===== src/rtl/pc_pkg.sv =====
// rtl/pc_pkg.sv - op codes, condition codes, flag indices and condition evaluation
package pc_pkg;

    typedef enum logic [2:0] {
        OP_HOLD     = 3'd0,
        OP_INC      = 3'd1,
        OP_BRANCH   = 3'd2,
        OP_JUMP     = 3'd3,
        OP_JUMP_REG = 3'd4,
        OP_CALL     = 3'd5,
        OP_RET      = 3'd6,
        OP_RSVD     = 3'd7
    } pcOpE;

    typedef enum logic [3:0] {
        COND_EQ = 4'd0,
        COND_NE = 4'd1,
        COND_CS = 4'd2,
        COND_CC = 4'd3,
        COND_HI = 4'd4,
        COND_LS = 4'd5,
        COND_GT = 4'd6,
        COND_LE = 4'd7,
        COND_FS = 4'd8,
        COND_FC = 4'd9,
        COND_LO = 4'd10,
        COND_HS = 4'd11,
        COND_LT = 4'd12,
        COND_GE = 4'd13,
        COND_UC = 4'd14,
        COND_NV = 4'd15
    } pcCondE;

    localparam int FLAG_C = 0;
    localparam int FLAG_L = 1;
    localparam int FLAG_F = 2;
    localparam int FLAG_Z = 3;
    localparam int FLAG_N = 4;

    // Shared by the PC unit and any instruction decoder that needs the same predicate.
    function automatic logic evalCond(input logic [3:0] cond, input logic [4:0] flags);
        logic c;
        logic l;
        logic f;
        logic z;
        logic n;
        logic result;
        c = flags[FLAG_C];
        l = flags[FLAG_L];
        f = flags[FLAG_F];
        z = flags[FLAG_Z];
        n = flags[FLAG_N];
        result = 1'b0;
        case (cond)
            COND_EQ: result = z;
            COND_NE: result = !z;
            COND_CS: result = c;
            COND_CC: result = !c;
            COND_HI: result = l;
            COND_LS: result = !l;
            COND_GT: result = n;
            COND_LE: result = !n;
            COND_FS: result = f;
            COND_FC: result = !f;
            COND_LO: result = !l && !z;
            COND_HS: result = l || z;
            COND_LT: result = !n && !z;
            COND_GE: result = n || z;
            COND_UC: result = 1'b1;
            COND_NV: result = 1'b0;
            default: result = 1'b0;
        endcase
        return result;
    endfunction

endpackage


===== src/rtl/pc_return_stack.sv =====
// rtl/pc_return_stack.sv - LIFO return-address stack
// Ports: clk, reset (sync, active-low), push/pop requests, pushData in,
//        top (0 when empty), count, full, empty.
// A push while full or a pop while empty is ignored here; the caller flags it.
module pc_return_stack
    import pc_pkg::*;
#(
    parameter int WIDTH = 16,
    parameter int DEPTH = 8
) (
    input  logic                      clk,
    input  logic                      reset,
    input  logic                      push,
    input  logic                      pop,
    input  logic [WIDTH-1:0]          pushData,
    output logic [WIDTH-1:0]          top,
    output logic [$clog2(DEPTH):0]    count,
    output logic                      full,
    output logic                      empty
);

    localparam int PTR_W = $clog2(DEPTH);
    localparam logic [PTR_W:0]   CNT_ONE = 1;
    localparam logic [PTR_W:0]   CNT_MAX = (PTR_W + 1)'(DEPTH);
    localparam logic [PTR_W-1:0] IDX_ONE = 1;

    logic [WIDTH-1:0] stackMem [DEPTH];
    logic [PTR_W-1:0] topIdx;

    // When full the low count bits wrap to 0, so subtracting one still lands on DEPTH-1.
    assign topIdx = count[PTR_W-1:0] - IDX_ONE;
    assign full   = (count == CNT_MAX);
    assign empty  = (count == '0);
    assign top    = empty ? '0 : stackMem[topIdx];

    // Storage carries no reset; clearing the count is enough to empty the stack.
    always_ff @(posedge clk) begin
        if (push && !full) begin
            stackMem[count[PTR_W-1:0]] <= pushData;
        end
    end

    always_ff @(posedge clk) begin
        if (!reset) begin
            count <= '0;
        end else if (push && !full) begin
            count <= count + CNT_ONE;
        end else if (pop && !empty) begin
            count <= count - CNT_ONE;
        end
    end

endmodule


===== src/rtl/pc_stack_unit.sv =====
// rtl/pc_stack_unit.sv - program counter with conditional branches and call/return stack
// Ports: clk, reset (sync, active-low), stall, op[2:0], cond[3:0], flags[4:0]
//        (C,L,F,Z,N from bit 0), imm, r_target in; pc_out, link_out (stack top or 0),
//        stack_count, sticky overflow/underflow out.
module pc_stack_unit
    import pc_pkg::*;
#(
    parameter int                WIDTH      = 16,
    parameter int                DEPTH      = 8,
    parameter logic [WIDTH-1:0]  RESET_ADDR = '0
) (
    input  logic                      clk,
    input  logic                      reset,
    input  logic                      stall,
    input  logic [2:0]                op,
    input  logic [3:0]                cond,
    input  logic [4:0]                flags,
    input  logic [WIDTH-1:0]          imm,
    input  logic [WIDTH-1:0]          r_target,
    output logic [WIDTH-1:0]          pc_out,
    output logic [WIDTH-1:0]          link_out,
    output logic [$clog2(DEPTH):0]    stack_count,
    output logic                      overflow,
    output logic                      underflow
);

    localparam logic [WIDTH-1:0] PC_ONE = 1;

    logic [WIDTH-1:0] pcInc;
    logic [WIDTH-1:0] pcNext;
    logic [WIDTH-1:0] stackTop;
    logic             condTrue;
    logic             doPush;
    logic             doPop;
    logic             setOverflow;
    logic             setUnderflow;
    logic             stackFull;
    logic             stackEmpty;

    assign pcInc    = pc_out + PC_ONE;
    assign condTrue = evalCond(cond, flags);
    assign link_out = stackTop;

    pc_return_stack #(
        .WIDTH (WIDTH),
        .DEPTH (DEPTH)
    ) u_return_stack (
        .clk      (clk),
        .reset    (reset),
        .push     (doPush),
        .pop      (doPop),
        .pushData (pcInc),
        .top      (stackTop),
        .count    (stack_count),
        .full     (stackFull),
        .empty    (stackEmpty)
    );

    always_comb begin
        pcNext       = pc_out;
        doPush       = 1'b0;
        doPop        = 1'b0;
        setOverflow  = 1'b0;
        setUnderflow = 1'b0;
        if (!stall) begin
            case (op)
                OP_INC:      pcNext = pcInc;
                OP_BRANCH:   pcNext = condTrue ? (pc_out + imm) : pcInc;
                OP_JUMP:     pcNext = condTrue ? imm : pcInc;
                OP_JUMP_REG: pcNext = condTrue ? r_target : pcInc;
                OP_CALL: begin
                    // The jump happens even when the push has to be dropped.
                    pcNext = imm;
                    if (stackFull) begin
                        setOverflow = 1'b1;
                    end else begin
                        doPush = 1'b1;
                    end
                end
                OP_RET: begin
                    if (stackEmpty) begin
                        pcNext       = pcInc;
                        setUnderflow = 1'b1;
                    end else begin
                        pcNext = stackTop;
                        doPop  = 1'b1;
                    end
                end
                default: pcNext = pc_out;
            endcase
        end
    end

    always_ff @(posedge clk) begin
        if (!reset) begin
            pc_out    <= RESET_ADDR;
            overflow  <= 1'b0;
            underflow <= 1'b0;
        end else begin
            pc_out    <= pcNext;
            overflow  <= overflow | setOverflow;
            underflow <= underflow | setUnderflow;
        end
    end

endmodule


===== config.mk =====
export PLATFORM = sky130hd
export DESIGN_NAME = pc_stack_unit
export DESIGN_NICKNAME = d
export VERILOG_FILES = /design/src/rtl/pc_pkg.sv /design/src/rtl/pc_return_stack.sv /design/src/rtl/pc_stack_unit.sv
export SDC_FILE = /design/constraint.sdc
export NUM_CORES = 1
export LEC_CHECK = 0
export ABC_AREA = 1
export BUFFER_PORTS_ARGS = -buffer_cell sky130_fd_sc_hd__buf_2
export CAP_MARGIN = 5
export CORE_ASPECT_RATIO = 0.6
export CORE_UTILIZATION = 60
export CTS_CLUSTER_DIAMETER = 150
export DETAILED_ROUTE_END_ITERATION = 8
export GPL_TIMING_DRIVEN = 0
export MAX_ROUTING_LAYER = met4
export PLACE_DENSITY = 0.81
export SYNTH_ARGS = -nofsm -noshare
export SYNTH_HDL_FRONTEND = slang
export SYNTH_SLANG_ARGS = --single-unit

===== constraint.sdc =====
create_clock -name clk -period 3.8 [get_ports clk]
set_input_delay 0.38 -clock clk [delete_from_list [all_inputs] [get_ports clk]]
set_output_delay 0.38 -clock clk [all_outputs]
set_load 0.005 [all_outputs]

* Word-level counts from Yosys, hierarchy flattened
Memories as Yosys holds them, arrays and structs flattened.
Cells that the tools add are included.
W data, S select, Z words.
** Storage, ports and cells
- Output and inout port bits :: 38
- RAM bits :: 128
- Word-level logic and storage cells :: 76
- Register bits :: 22
- Bits of input ports :: 47
- Memories kept :: 1
** Memories
- u_return_stack.stackMem :: words 8, bits a word 16, read ports 1, clocked after Yosys merged registers in 0, wr ports 1, RTL line pc_return_stack.sv:27 : logic [WIDTH-1:0] stackMem [DEPTH];
** Operators by class
- Reduce and logical (&&, ||, !) cells :: 18
- $add $sub $neg :: 5
- Equality and inequality tests :: 22
- Mux-type cells :: 23
- Bitwise gates (word level) :: 3
** Operator list (number)
- $pmux W16 S6 :: 1
- $mux W16 :: 5
- $eq A4 B4 Y1 const B :: 9
- $add A16 B1 Y16 const B :: 1
- $add A16 B16 Y16 :: 1
- $eq A4 B3 Y1 const B :: 4
- $pmux W1 S16 :: 1
- $mux W1 :: 14
- $eq A3 B3 Y1 const B :: 3
- $eq A4 B2 Y1 const B :: 2
- $logic_not A4 Y1 :: 2
- $mux W4 :: 2
- $logic_not A1 Y1 :: 7
- $eq A3 B2 Y1 const B :: 2
- $reduce_bool A6 Y1 :: 1
- $add A4 B1 Y4 const B :: 1
- $eq A4 B1 Y1 const B :: 1
- $logic_and A1 B1 Y1 :: 4
- $sub A4 B1 Y4 const B :: 1
- $eq A3 B1 Y1 const B :: 1
- $sub A3 B1 Y3 const B :: 1
- $logic_or A1 B1 Y1 :: 2
- $or A1 B1 Y1 :: 2
- $reduce_and A2 Y1 :: 1
- 2 further kinds :: 2

* Depth between registers and ports, before layout
- Depth after elaboration :: 7
- Gate-level depth with buffers :: 16
- Mapped depth without buffers :: 16

* Cells and area by module
A second synthesis with hierarchy kept.
** Second synthesis, totals
- Cells, all modules :: 1057
- Area, all modules :: 8774.7 µm²
** Modules (own cells, without submodules)
- pc_return_stack :: cells an instance 438, area each 5427.7 µm², times used 1, sequential area each 3923.8 µm²
- pc_stack_unit :: cells an instance 619, area each 3347.0 µm², times used 1, sequential area each 360.3 µm²

* Worst setup path after synthesis
No wires, ideal clock.
- Path kind :: reg-to-reg
- From :: register u_return_stack.count[0]
- To :: memory u_return_stack.stackMem[4][0], enable pin
- Data required time :: 3.391 ns
- Cell stages (with the launch flop) :: 10
- Period minus slack after synthesis :: 3.034 ns
- Data arrival time :: 2.624 ns
- Library setup time :: 0.409 ns
- Buffers on the path :: 2
- Path slack :: 0.766 ns
- Cells stage by stage :: dfxtp_1 > inv_2 > buf_2 > buf_2 > ha_1 > nand2_1 > nor2_1 > nor3_2 > nand2_1 > nor3_1
** Between the ends
- Cells in the longest elaborated chain, start to end :: 7
- Elaborated cells between the ends (all ways) :: 8
- Classes of those cells :: eq/ne: 1; mux: 5; reduce/logical: 2
** RTL lines
- start: declaration :: RTL line pc_return_stack.sv:17 : output logic [$clog2(DEPTH):0] count,
- start signal: assignment :: RTL line pc_return_stack.sv:47 : count <= count + CNT_ONE;
- start signal: assignment :: RTL line pc_return_stack.sv:49 : count <= count - CNT_ONE;
- $eq A4 B4 Y1 :: RTL line pc_return_stack.sv:32 : assign full = (count == CNT_MAX);
- $mux W1 :: RTL line pc_stack_unit.sv:74 : if (stackFull) begin
- $mux W1 :: RTL line pc_stack_unit.sv:66 : case (op)
- $mux W1 :: RTL line pc_stack_unit.sv:65 : if (!stall) begin
- $logic_and A1 B1 Y1 :: RTL line pc_return_stack.sv:38 : if (push && !full) begin
- $mux W1 :: RTL line pc_return_stack.sv:38
- $mux W1 (implied by the code) :: RTL line pc_return_stack.sv:39 : stackMem[count[PTR_W-1:0]] <= pushData;
- end: declaration :: RTL line pc_return_stack.sv:27
Several ways; a longest one is shown, not always the timed one.

* Final worst setup path
- From :: register u_return_stack.count[0]
- To :: output link_out[10]
** Between the ends
- Cells in the longest elaborated chain, start to end :: 3
- Elaborated cells between the ends (all ways) :: 4
- Classes of those cells :: add/sub: 1; mux: 1; reduce/logical: 1; memory: 1
** RTL lines
- $sub A3 B1 Y3 :: RTL line pc_return_stack.sv:31 : assign topIdx = count[PTR_W-1:0] - IDX_ONE;
- via u_return_stack.topIdx[0] :: RTL line pc_return_stack.sv:28 : logic [PTR_W-1:0] topIdx;
- $mem_v2 Z8 W16
- $mux W16 :: RTL line pc_return_stack.sv:34 : assign top = empty ? '0 : stackMem[topIdx];
- end: declaration :: RTL line pc_stack_unit.sv:21 : output logic [WIDTH-1:0] link_out,
The timed path passes the listed nets, and every way through them passes these cells.

==> out/results.ini <==
[status]
outcome=finished, final reports clean

[yosys]
synth_seq_cells=150
synthSimpleGateAreaFrac_pct=23.0
yosysUniqueCellTypes=41
ys_warn_count=0
synthMuxAreaShare_pct=0.116
synth_top_cell_by_area=edfxtp_1
ys_seq_area_share_pct=49.7
synthXorXnorAreaFrac_pct=1.73
synth_area_leaders=edfxtp_1 45%, nand2_1 11%, nor2_1 5.4%, dfxtp_1 5.1%, o21ai_0 5.1%
synth_fa_ha_area_share_pct=3.22
postSynthNetCount=1121
synth_compound_area_share_pct=14.7
synth_top_family_by_area=simple AND/OR/NAND/NOR gates
syn_avg_cell_area_sq_um=8.19
syn_area_sq_um=8620
synth_top_cell_area_share_pct=44.6
netlist_instances=1053

[die]
core_sq_um=13800
fp.dieW_um=157
ios=85
fp.dieH_um=94.9
initial_core_util_pct=62.3
rows=33
dieArea_sq_um=14900

[detailed_routing]
drtAntennaViolNets=0
via_count=8105
finalWirelength_mm=27.0
remaining_drc_errors=0
vias_per_cell=5.92
dr.pass1.iters=6
routedWlPerCell_um=19.7
drt_iter0_markers=1153

[sta]
rsz0062_at_grt=false
maxSlewViolCount=0
period_needed_ns=3.55
setup_viol=0
tightest_slew_ns=1.35
clock_skew_ns=0.0145
relSlewSlack_pct=9.35
max_freq_mhz=282
post-route-period-util_pct=93.4
hold_violations=0

[place]
hpwl_mm=20.1
place_congestion=1.00
io_buffers=84
dpl_cell_area_sq_um=9450

[setup_path]
path_cells=inv_2, buf_2, buf_2, ha_1, buf_2, inv_4, o21ai_0, o22ai_1, o211ai_1, inv_1, buf_2
crit_path_start_kind=register
cpMostUsedCell=buf_2
cp-end-kind=primary output
critPathMaxFanout=19
r2r_setup_slack_ns=0.55
critPathArrivalTime_ns=3.17
required_ns=3.42
slowest_stage=o211ai_1
crit_buf_inv=7
crit_type=register to primary output
critPathTopFamily=buffers and inverters
max_stage_delay_ns=0.47

[global_routing]
grt_use_total_pct=38.9
antenna_found_initial=0
grt_pass1_wl_mm=40.1
grt_start_max_net_pins=20
grt_overflow=0
grt_pass1_vias=7082

[layout]
layout-drive-gt1-share_pct=15.4
nNetsFinal=1233
ff_latch_area_sq_um=4290
finalInstanceArea_sq_um=10000
diodes=0
syn_to_final_growth_pct=16.0
multi_input_area_sq_um=3720
fill_cells=1068

[clocking]
clk_latency_ns=0.42
cts.path.max_buffers=2
hold_buffers=0
cts_made_buffers=17
clkTransAtPathRegs_ns=0.06
cts_root_buf=clkbuf_16
clock-sinks=150
cts_tree=done
cts_max_level=4

[pwr]
p_per_area_nw_per_um2=415
p_leak_nw=4.48
power_mw=4.15
ir_drop_mv=0.296

[worst_hold_path]
hold_path.class=input port to register

[run]
maxCapViolations=0

area by class of cell:
cell class	count	area share [%]
Sequential cell	150	42.8
Multi-Input combinational cell	745	37.2
Timing Repair Buffer	94	5.60
Inverter	115	4.34
Clock buffer	19	4.33
Tap cell	192	2.40
Buffer	42	2.26
Clock inverter	13	1.06
sequential cells by signal, summed over array words and instances (netlist names):
register and cells:
overflow 1, underflow 1, u_return_stack.count 4, pc_out 16, u_return_stack.stackMem 128
worst reg2reg max path: stages, from the launching register on:
cell and delay [ns]:
dfxtp_2 0.44, inv_2 0.08, buf_2 0.19, buf_2 0.24
ha_1 0.33, buf_2 0.29, inv_4 0.20, o21ai_0 0.16
o22ai_1 0.14, o211ai_1 0.47, o21ai_1 0.19, a21oi_1 0.16
nand2_1 0.06, nand2_1 0.08, a21oi_1 0.07
synthesized netlist by cell type:
cell      instances
nand2_1         257
edfxtp_1        128
nor2_1          123
inv_1           107
o21ai_0          88
a21oi_1          58
nand3_1          58
o21ai_1          34
o211ai_1         31
dfxtp_1          22
ha_1             19
clkbuf_1         18
buf_2            14
nor3_1           12
xor2_1           10
o22ai_1           9
nand4_1           7
xnor2_1           7
inv_2             6
nor2_2            5
o21bai_1          5
buf_4             4
buf_6             4
or2_2             3
buf_1             2
clkinv_1          2
fa_1              2
nand2_2           2
nand2_4           2
nand3_2           2
nor3_2            2
a211oi_1          1
a21o_1            1
a22oi_1           1
a31oi_1           1
and2_1            1
clkbuf_2          1
mux2i_1           1
nand3_4           1
nor2_4            1
o221ai_1          1
per-stage QoR:
stage / setup WS (ns) / hold WS (ns) / util, % / TNS, ns / instances
finish: 0.251 / 0.236 / 72.3 / 0 / 1370
global placement: -0.768 / 0.435 / 67.1 / -38.69 / 1329
floorplan: 0.766 / 0.447 / - / 0 / 1053
CTS: 0.0164 / 0.228 / 72.2 / 0 / 1369
detailed placement: 0.195 / 0.452 / 68.3 / 0 / 1338
global route: 0.108 / 0.245 / 72.3 / 0 / 1370
final timing paths:
check,start,endpoint,cells after the start
hold / removal,reset,u_return_stack.count[1],3
setup / recovery,u_return_stack.count[0],link_out[10],11
setup reg to reg,u_return_stack.count[0],pc_out[10],14
hold reg to reg,overflow,overflow,2
power breakdown:
group	switching, mW	internal, mW	leakage (nW)
clock	0.652	0.894	0.250
sequential	0.0295	1.81	1.41
combinational	0.523	0.244	2.83
total	1.20	2.95	4.48
cell families (layout without fill, tap and decap cells):
family          after synthesis  after routing
simple gates                476            476
buf+inv                     158            283
mux                           1              1
compound gates              230            230
fa+ha+maj                    21             21
xor+xnor                     17             17
flops                       150            150
layout by cell type, fill, tap and decap left out, types with 10 or more instances in the layout:
cell / instances
nand2_1: 257
edfxtp_1: 128
nor2_1: 119
inv_1: 107
buf_2: 98
o21ai_0: 88
nand3_1: 58
a21oi_1: 58
o21ai_1: 34
o211ai_1: 31
dfxtp_1: 21
ha_1: 19
clkbuf_16: 17
clkbuf_1: 16
xor2_1: 10
routing by layer:
layer | up-vias | part of all wire [%] | GRT usage, %
met5 | - | 0 | -
met4 | 0 | 0.94 | 10.0
met3 | 35 | 16 | 11.1
met2 | 571 | 39 | 50.4
met1 | 3709 | 44 | 58.3
li1 | 3790 | - | -
repair_timing:
item                       4_1_cts  5_1_grt
resized for setup                1        9
buffers inserted                 0        1
pin swaps                        0        1
setup endpoints to repair        9       16
gates cloned                     0        0
(Power assumes the default switching activity.)
